## config.mk

```make
export PLATFORM = sky130hd
export DESIGN_NAME = alu_arbiter_flat
export DESIGN_NICKNAME = d
export VERILOG_FILES = /design/src/rtl/alu_arbiter_if.sv /design/src/rtl/alu_arbiter.sv /design/src/flat_wrapper.sv
export SDC_FILE = /design/constraint.sdc
export NUM_CORES = 1
export LEC_CHECK = 0
export CORE_AREA = 2 2 209 211
export DETAILED_ROUTE_END_ITERATION = 8
export DIE_AREA = 0 0 211 213
export PLACE_DENSITY = 0.43
export RECOVER_POWER = 25
export SLEW_MARGIN = 25
export SYNTH_ARGS = -nofsm -noshare
export SYNTH_HDL_FRONTEND = slang
export SYNTH_SLANG_ARGS = --single-unit
```

## constraint.sdc

```tcl
create_clock -name clk -period 1.96 [get_ports clk]
set_input_delay 0.294 -clock clk [delete_from_list [all_inputs] [get_ports clk]]
set_output_delay 0.294 -clock clk [all_outputs]
set_load 0.01 [all_outputs]
```

## src/rtl/alu_arbiter_if.sv

```systemverilog
// rtl/alu_arbiter_if.sv - request/ALU/response bundle for the execute-stage ALU arbiter
//
// Purpose: groups both requester handshakes, the ALU operand/result lines and
// the response handshake into one interface.
// Modports:
//   slave  - the arbiter view (takes requests, drives the ALU, produces responses)
//   master - the environment view (requesters, ALU instance, response consumer)
// Signals:
//   reqN_valid/ready/a/b/ctrl  requester N operation handshake (N = 0, 1)
//   alu_a/alu_b/alu_ctrl       operands/control to the combinational ALU
//   alu_result/alu_zero        ALU outputs
//   rsp_valid/ready/id/result/zero  registered response handshake

interface alu_arbiter_if #(
    parameter int WIDTH  = 64,
    parameter int CTRL_W = 4
);
    logic              req0_valid;
    logic              req0_ready;
    logic [WIDTH-1:0]  req0_a;
    logic [WIDTH-1:0]  req0_b;
    logic [CTRL_W-1:0] req0_ctrl;

    logic              req1_valid;
    logic              req1_ready;
    logic [WIDTH-1:0]  req1_a;
    logic [WIDTH-1:0]  req1_b;
    logic [CTRL_W-1:0] req1_ctrl;

    logic [WIDTH-1:0]  alu_a;
    logic [WIDTH-1:0]  alu_b;
    logic [CTRL_W-1:0] alu_ctrl;
    logic [WIDTH-1:0]  alu_result;
    logic              alu_zero;

    logic              rsp_valid;
    logic              rsp_ready;
    logic              rsp_id;
    logic [WIDTH-1:0]  rsp_result;
    logic              rsp_zero;

    modport slave (
        input  req0_valid, req0_a, req0_b, req0_ctrl,
        output req0_ready,
        input  req1_valid, req1_a, req1_b, req1_ctrl,
        output req1_ready,
        output alu_a, alu_b, alu_ctrl,
        input  alu_result, alu_zero,
        output rsp_valid, rsp_id, rsp_result, rsp_zero,
        input  rsp_ready
    );

    modport master (
        output req0_valid, req0_a, req0_b, req0_ctrl,
        input  req0_ready,
        output req1_valid, req1_a, req1_b, req1_ctrl,
        input  req1_ready,
        input  alu_a, alu_b, alu_ctrl,
        output alu_result, alu_zero,
        input  rsp_valid, rsp_id, rsp_result, rsp_zero,
        output rsp_ready
    );
endinterface

```

## src/rtl/alu_arbiter.sv

```systemverilog
// rtl/alu_arbiter.sv - round-robin share of the execute-stage ALU between two requesters
//
// Purpose: grants one of two requesters per cycle, muxes its operands onto the
// combinational ALU and captures the result into a one-entry response register
// tagged with the requester id.
// Ports:
//   clk    - single clock, rising edge
//   reset  - synchronous, active-high
//   bus    - alu_arbiter_if.slave (requests, ALU lines, response)
// Parameters:
//   WIDTH    operand/result width
//   CTRL_W   ALU control width
//   ALU_AND  control code driven while idle

module alu_arbiter #(
    parameter int                WIDTH   = 64,
    parameter int                CTRL_W  = 4,
    parameter logic [CTRL_W-1:0] ALU_AND = '0
) (
    input  logic        clk,
    input  logic        reset,
    alu_arbiter_if.slave bus
);

    logic              last_grant;
    logic              slot_free;
    logic              grant0;
    logic              grant1;

    logic              rsp_valid_q;
    logic              rsp_id_q;
    logic [WIDTH-1:0]  rsp_result_q;
    logic              rsp_zero_q;

    // The slot may be refilled in the same cycle the consumer drains it.
    assign slot_free = !rsp_valid_q || bus.rsp_ready;

    // Under contention the requester that did not win last time goes next.
    // Grants are held off during reset so nothing completes in that cycle.
    assign grant0 = !reset && slot_free && bus.req0_valid &&
                    (!bus.req1_valid || last_grant);
    assign grant1 = !reset && slot_free && bus.req1_valid &&
                    (!bus.req0_valid || !last_grant);

    assign bus.req0_ready = grant0;
    assign bus.req1_ready = grant1;

    // Idle drives a constant AND of zeros so the ALU inputs stay quiet.
    always_comb begin
        bus.alu_a    = '0;
        bus.alu_b    = '0;
        bus.alu_ctrl = ALU_AND;
        if (grant0) begin
            bus.alu_a    = bus.req0_a;
            bus.alu_b    = bus.req0_b;
            bus.alu_ctrl = bus.req0_ctrl;
        end else if (grant1) begin
            bus.alu_a    = bus.req1_a;
            bus.alu_b    = bus.req1_b;
            bus.alu_ctrl = bus.req1_ctrl;
        end
    end

    always_ff @(posedge clk) begin
        if (reset) begin
            rsp_valid_q  <= 1'b0;
            rsp_id_q     <= 1'b0;
            rsp_result_q <= '0;
            rsp_zero_q   <= 1'b0;
            last_grant   <= 1'b1;
        end else if (grant0 || grant1) begin
            rsp_valid_q  <= 1'b1;
            rsp_id_q     <= grant1;
            rsp_result_q <= bus.alu_result;
            rsp_zero_q   <= bus.alu_zero;
            last_grant   <= grant1;
        end else if (bus.rsp_ready) begin
            // Drain with nothing new: data registers keep their last value.
            rsp_valid_q  <= 1'b0;
        end
    end

    assign bus.rsp_valid  = rsp_valid_q;
    assign bus.rsp_id     = rsp_id_q;
    assign bus.rsp_result = rsp_result_q;
    assign bus.rsp_zero   = rsp_zero_q;

endmodule
```

## src/flat_wrapper.sv

```systemverilog
// flat-port wrapper written by rule: the top's interface ports become plain ports
module alu_arbiter_flat 
#(
    parameter int                WIDTH   = 64,
    parameter int                CTRL_W  = 4,
    parameter logic [CTRL_W-1:0] ALU_AND = '0
)
  (clk, reset, bus_req0_valid, bus_req0_a, bus_req0_b, bus_req0_ctrl, bus_req0_ready, bus_req1_valid, bus_req1_a, bus_req1_b, bus_req1_ctrl, bus_req1_ready, bus_alu_a, bus_alu_b, bus_alu_ctrl, bus_alu_result, bus_alu_zero, bus_rsp_valid, bus_rsp_id, bus_rsp_result, bus_rsp_zero, bus_rsp_ready);
  alu_arbiter_if #(.WIDTH(WIDTH), .CTRL_W(CTRL_W)) bus_i ();
  input  logic clk;
  input  logic reset;
  input wire logic [$bits(bus_i.req0_valid)-1:0] bus_req0_valid;
  input wire logic [$bits(bus_i.req0_a)-1:0] bus_req0_a;
  input wire logic [$bits(bus_i.req0_b)-1:0] bus_req0_b;
  input wire logic [$bits(bus_i.req0_ctrl)-1:0] bus_req0_ctrl;
  output wire logic [$bits(bus_i.req0_ready)-1:0] bus_req0_ready;
  input wire logic [$bits(bus_i.req1_valid)-1:0] bus_req1_valid;
  input wire logic [$bits(bus_i.req1_a)-1:0] bus_req1_a;
  input wire logic [$bits(bus_i.req1_b)-1:0] bus_req1_b;
  input wire logic [$bits(bus_i.req1_ctrl)-1:0] bus_req1_ctrl;
  output wire logic [$bits(bus_i.req1_ready)-1:0] bus_req1_ready;
  output wire logic [$bits(bus_i.alu_a)-1:0] bus_alu_a;
  output wire logic [$bits(bus_i.alu_b)-1:0] bus_alu_b;
  output wire logic [$bits(bus_i.alu_ctrl)-1:0] bus_alu_ctrl;
  input wire logic [$bits(bus_i.alu_result)-1:0] bus_alu_result;
  input wire logic [$bits(bus_i.alu_zero)-1:0] bus_alu_zero;
  output wire logic [$bits(bus_i.rsp_valid)-1:0] bus_rsp_valid;
  output wire logic [$bits(bus_i.rsp_id)-1:0] bus_rsp_id;
  output wire logic [$bits(bus_i.rsp_result)-1:0] bus_rsp_result;
  output wire logic [$bits(bus_i.rsp_zero)-1:0] bus_rsp_zero;
  input wire logic [$bits(bus_i.rsp_ready)-1:0] bus_rsp_ready;
  assign bus_i.req0_valid = bus_req0_valid;
  assign bus_i.req0_a = bus_req0_a;
  assign bus_i.req0_b = bus_req0_b;
  assign bus_i.req0_ctrl = bus_req0_ctrl;
  assign bus_req0_ready = bus_i.req0_ready;
  assign bus_i.req1_valid = bus_req1_valid;
  assign bus_i.req1_a = bus_req1_a;
  assign bus_i.req1_b = bus_req1_b;
  assign bus_i.req1_ctrl = bus_req1_ctrl;
  assign bus_req1_ready = bus_i.req1_ready;
  assign bus_alu_a = bus_i.alu_a;
  assign bus_alu_b = bus_i.alu_b;
  assign bus_alu_ctrl = bus_i.alu_ctrl;
  assign bus_i.alu_result = bus_alu_result;
  assign bus_i.alu_zero = bus_alu_zero;
  assign bus_rsp_valid = bus_i.rsp_valid;
  assign bus_rsp_id = bus_i.rsp_id;
  assign bus_rsp_result = bus_i.rsp_result;
  assign bus_rsp_zero = bus_i.rsp_zero;
  assign bus_i.rsp_ready = bus_rsp_ready;
  alu_arbiter #(.WIDTH(WIDTH), .CTRL_W(CTRL_W), .ALU_AND(ALU_AND)) u_core (.clk(clk), .reset(reset), .bus(bus_i));
endmodule
```

==> impl_metrics.toml <==
[grt]
grt_pass1_wl_um = 46060
grt_start_max_net_pins = 70
grt_use_total_pct = 14.09
antenna_found_initial = 15
grt_pass1_vias = 6520
grt_overflow = 0

[yosys]
synth.distinct_cells = 20
netlist.top_cell.by_area = "dfxtp_1"
synthCells = 480
mappedNetlistNets = 814
yosys.area.top_type_share_pct = 33.75
synth_seq_area_share_pct = 33.75
yosys_warnings = 0
avgSynthCellArea_um2 = 8.404
ys_seq_elements = 68
synth.area.top_cells = "dfxtp_1 34%, a22o_1 29%, o211ai_1 12%"
syn-cell-area_um2 = 4034

[layout]
nFillCells = 4628
syn2layout_area_growth_pct = 175.4
drive_gt1_share_pct = 24.83
nets = 1388
fin_area_um2 = 11110

[pwr]
leakage_nw = 4.834
vdd_drop_max_uv = 341.4
p_per_area_nw_per_um2 = 481.3

[worst_setup_path]
cp-start-kind = "flip-flop"
path_class = "reg -> out"
crit_buf_inv = 7
r2r-start = "u_core.bus.rsp_valid"
critPathArrivalTime_ns = 2.15
required_ns = 1.67
end_kind = "output pin"
max_stage_delay_ns = 0.34
r2r-end = "u_core.last_grant"
crit_chain = "nor2b_4 -> a2111oi_4 -> buf_12 -> buf_16 -> buf_6 -> buf_12 -> buf_16 -> buf_4 -> a22o_1 -> buf_2"
crit_family = "buffers and inverters"
reg2reg_depth = 5
cpMaxStageDelayCell = "a2111oi_4"
ff2ff_setup_slack_ns = 0.11
path_max_fanout = 5

[clock_tree]
clk_pin_slew_ns = 0.07
clock-sinks = 68
ctsHtreeMaxLevel = 3
cts_buffer_depth = 2
cts_hold_buffers = 0
numCtsBuffers = 9
cts_tree = "built"
cts-root-buf = "clkbuf_16"
clock_latency_ns = 0.34

[detailed_routing]
vias = 6540
wl_per_cell_um = 21.30
postRouteAntennaNets = 0
drt-initial-drc-count = 395
drt_pass1_iterations = 5
routed_wirelength_um = 34340
drc = 0
viasPerCell = 4.057

[sta]
fmax_mhz = 408.4
fin_worst_skew_ns = 0.01151
worst_pin_slew_ns = 0.9251
period_share_pct = 124.9
fin_setup_tns_ns = -40.66
hold_viol_final = 0
hold_ws_ns = 0.4341
rsz0062_at_grt = "yes"
fin_crit_ns = 2.449
slew-limit-headroom_pct = 38.33
setup_slack_ns = -0.4888
slew_violations = 0
finalSetupViolCount = 133

[placement]
numPortBuffers = 534
dp_hpwl_um = 25700
place_area_um2 = 10230
finalWeightedCongestion = 0.7607

[floorplan]
pin_count = 535
die_area_um2 = 44940
die_y_um = 213
core_um2 = 42700
rows = 76
floorplan.initialDensity_pct = 9.448
fp.dieW_um = 211

[status]
violations = "negative setup slack"
status = "complete, but fails checks"

[run]
drv_cap = 0

[min_path]
worst_hold_path.endpoint = "u_core.last_grant"
hold_path.class = "in -> reg"
min_path_cells = 2
hold_start = "reset"
[final cells by class]
cell class	instances	area (um2)	share of cell area, %
Multi-Input combinational cell	338	2437	21.94
Tap cell	546	683.2	6.149
Antenna cell	7	17.52	0.1577
Clock inverter	6	40.04	0.3604
Timing Repair Buffer	634	6315	56.84
Inverter	3	13.76	0.1239
Clock buffer	10	239.0	2.151
Sequential cell	68	1364	12.28
[routing by layer]
metal  track usage, %  vias up  share of wire (%)
met2            22.74      338                 47
met5                0        -               0.28
met4            3.983       14                1.9
met3            3.486       42                7.1
met1            18.58     3060                 43
li1                 -     3086                  -
[worst max path at each step]
stage                               startpoint            end  cells past startpoint
after detailed placement                 reset  bus_alu_a[16]                      6
final                     u_core.bus.rsp_valid  bus_alu_a[30]                     10
after global placement                   reset  bus_alu_b[25]                      8
after floorplan           u_core.bus.rsp_valid  bus_alu_b[10]                      5
after global routing      u_core.bus.rsp_valid  bus_alu_a[30]                     10
after CTS                 u_core.bus.rsp_valid  bus_alu_a[30]                     11
[cells by family after synthesis]
group,share of synthesized area (%)
AO/OA/AOI/OAI,42.18
AND/OR/NAND/NOR,16.94
buffers and inverters,7.134
flip-flops,33.75
[Yosys cell counts, drive strengths merged]
master	n
nand2	66
or3	1
a22o	132
a21oi	1
nand2b	1
nor2b	1
buf	21
nor2	1
a31oi	1
clkinv	1
or2	1
o211ai	65
inv	2
o2111a	1
clkbuf	50
o21bai	1
dfxtp	68
nand4	65
a2111oi	1
[metrics by stage]
stage	setup WS (ns)	cells	power [W]	util [%]
detailed placement	-0.8000	1528	0.003662	23.96
floorplan	0.1159	480	0.002161	-
global placement	-0.8048	1528	0.003674	23.96
CTS	-0.5976	1602	0.005447	25.90
global route	-0.6106	1610	0.005607	26.01
finish	-0.4888	1612	0.005347	26.02
[power breakdown]
part	leakage (nW)	internal (W)	switching, W
logic	4.13	0.00134	0.000869
clock network	0.138	0.000891	0.000714
registers	0.563	0.00149	0.0000500
total	4.83	0.00371	0.00163
[registers in the layout, indices dropped and copies added, names as in the netlist]
name	count
u_core.bus.rsp_result	64
u_core.bus.rsp_valid	1
u_core.bus.rsp_id	1
u_core.bus.rsp_zero	1
u_core.last_grant	1
[layout by cell type (no fill, tap or decap), types with 2 or more instances in the layout]
| cell type | instances |
|---|---|
| a22o_1 | 129 |
| a22o_4 | 3 |
| buf_12 | 14 |
| buf_16 | 15 |
| buf_2 | 95 |
| buf_4 | 38 |
| buf_6 | 61 |
| buf_8 | 9 |
| clkbuf_16 | 9 |
| clkdlybuf4s50_1 | 364 |
| clkinv_2 | 3 |
| clkinv_4 | 2 |
| dfxtp_1 | 66 |
| dfxtp_2 | 2 |
| diode_2 | 7 |
| dlygate4sd2_1 | 4 |
| dlygate4sd3_1 | 32 |
| nand2_1 | 66 |
| nand4_1 | 65 |
| o211ai_1 | 65 |
[repair_timing]
action	4_1_cts	5_1_grt
setup endpoints to repair	168	167
gates cloned	14	0
buffers inserted	44	6
resized for setup	643	9
pin swaps	37	48
Note: power is estimated with default switching activity, not from simulation.
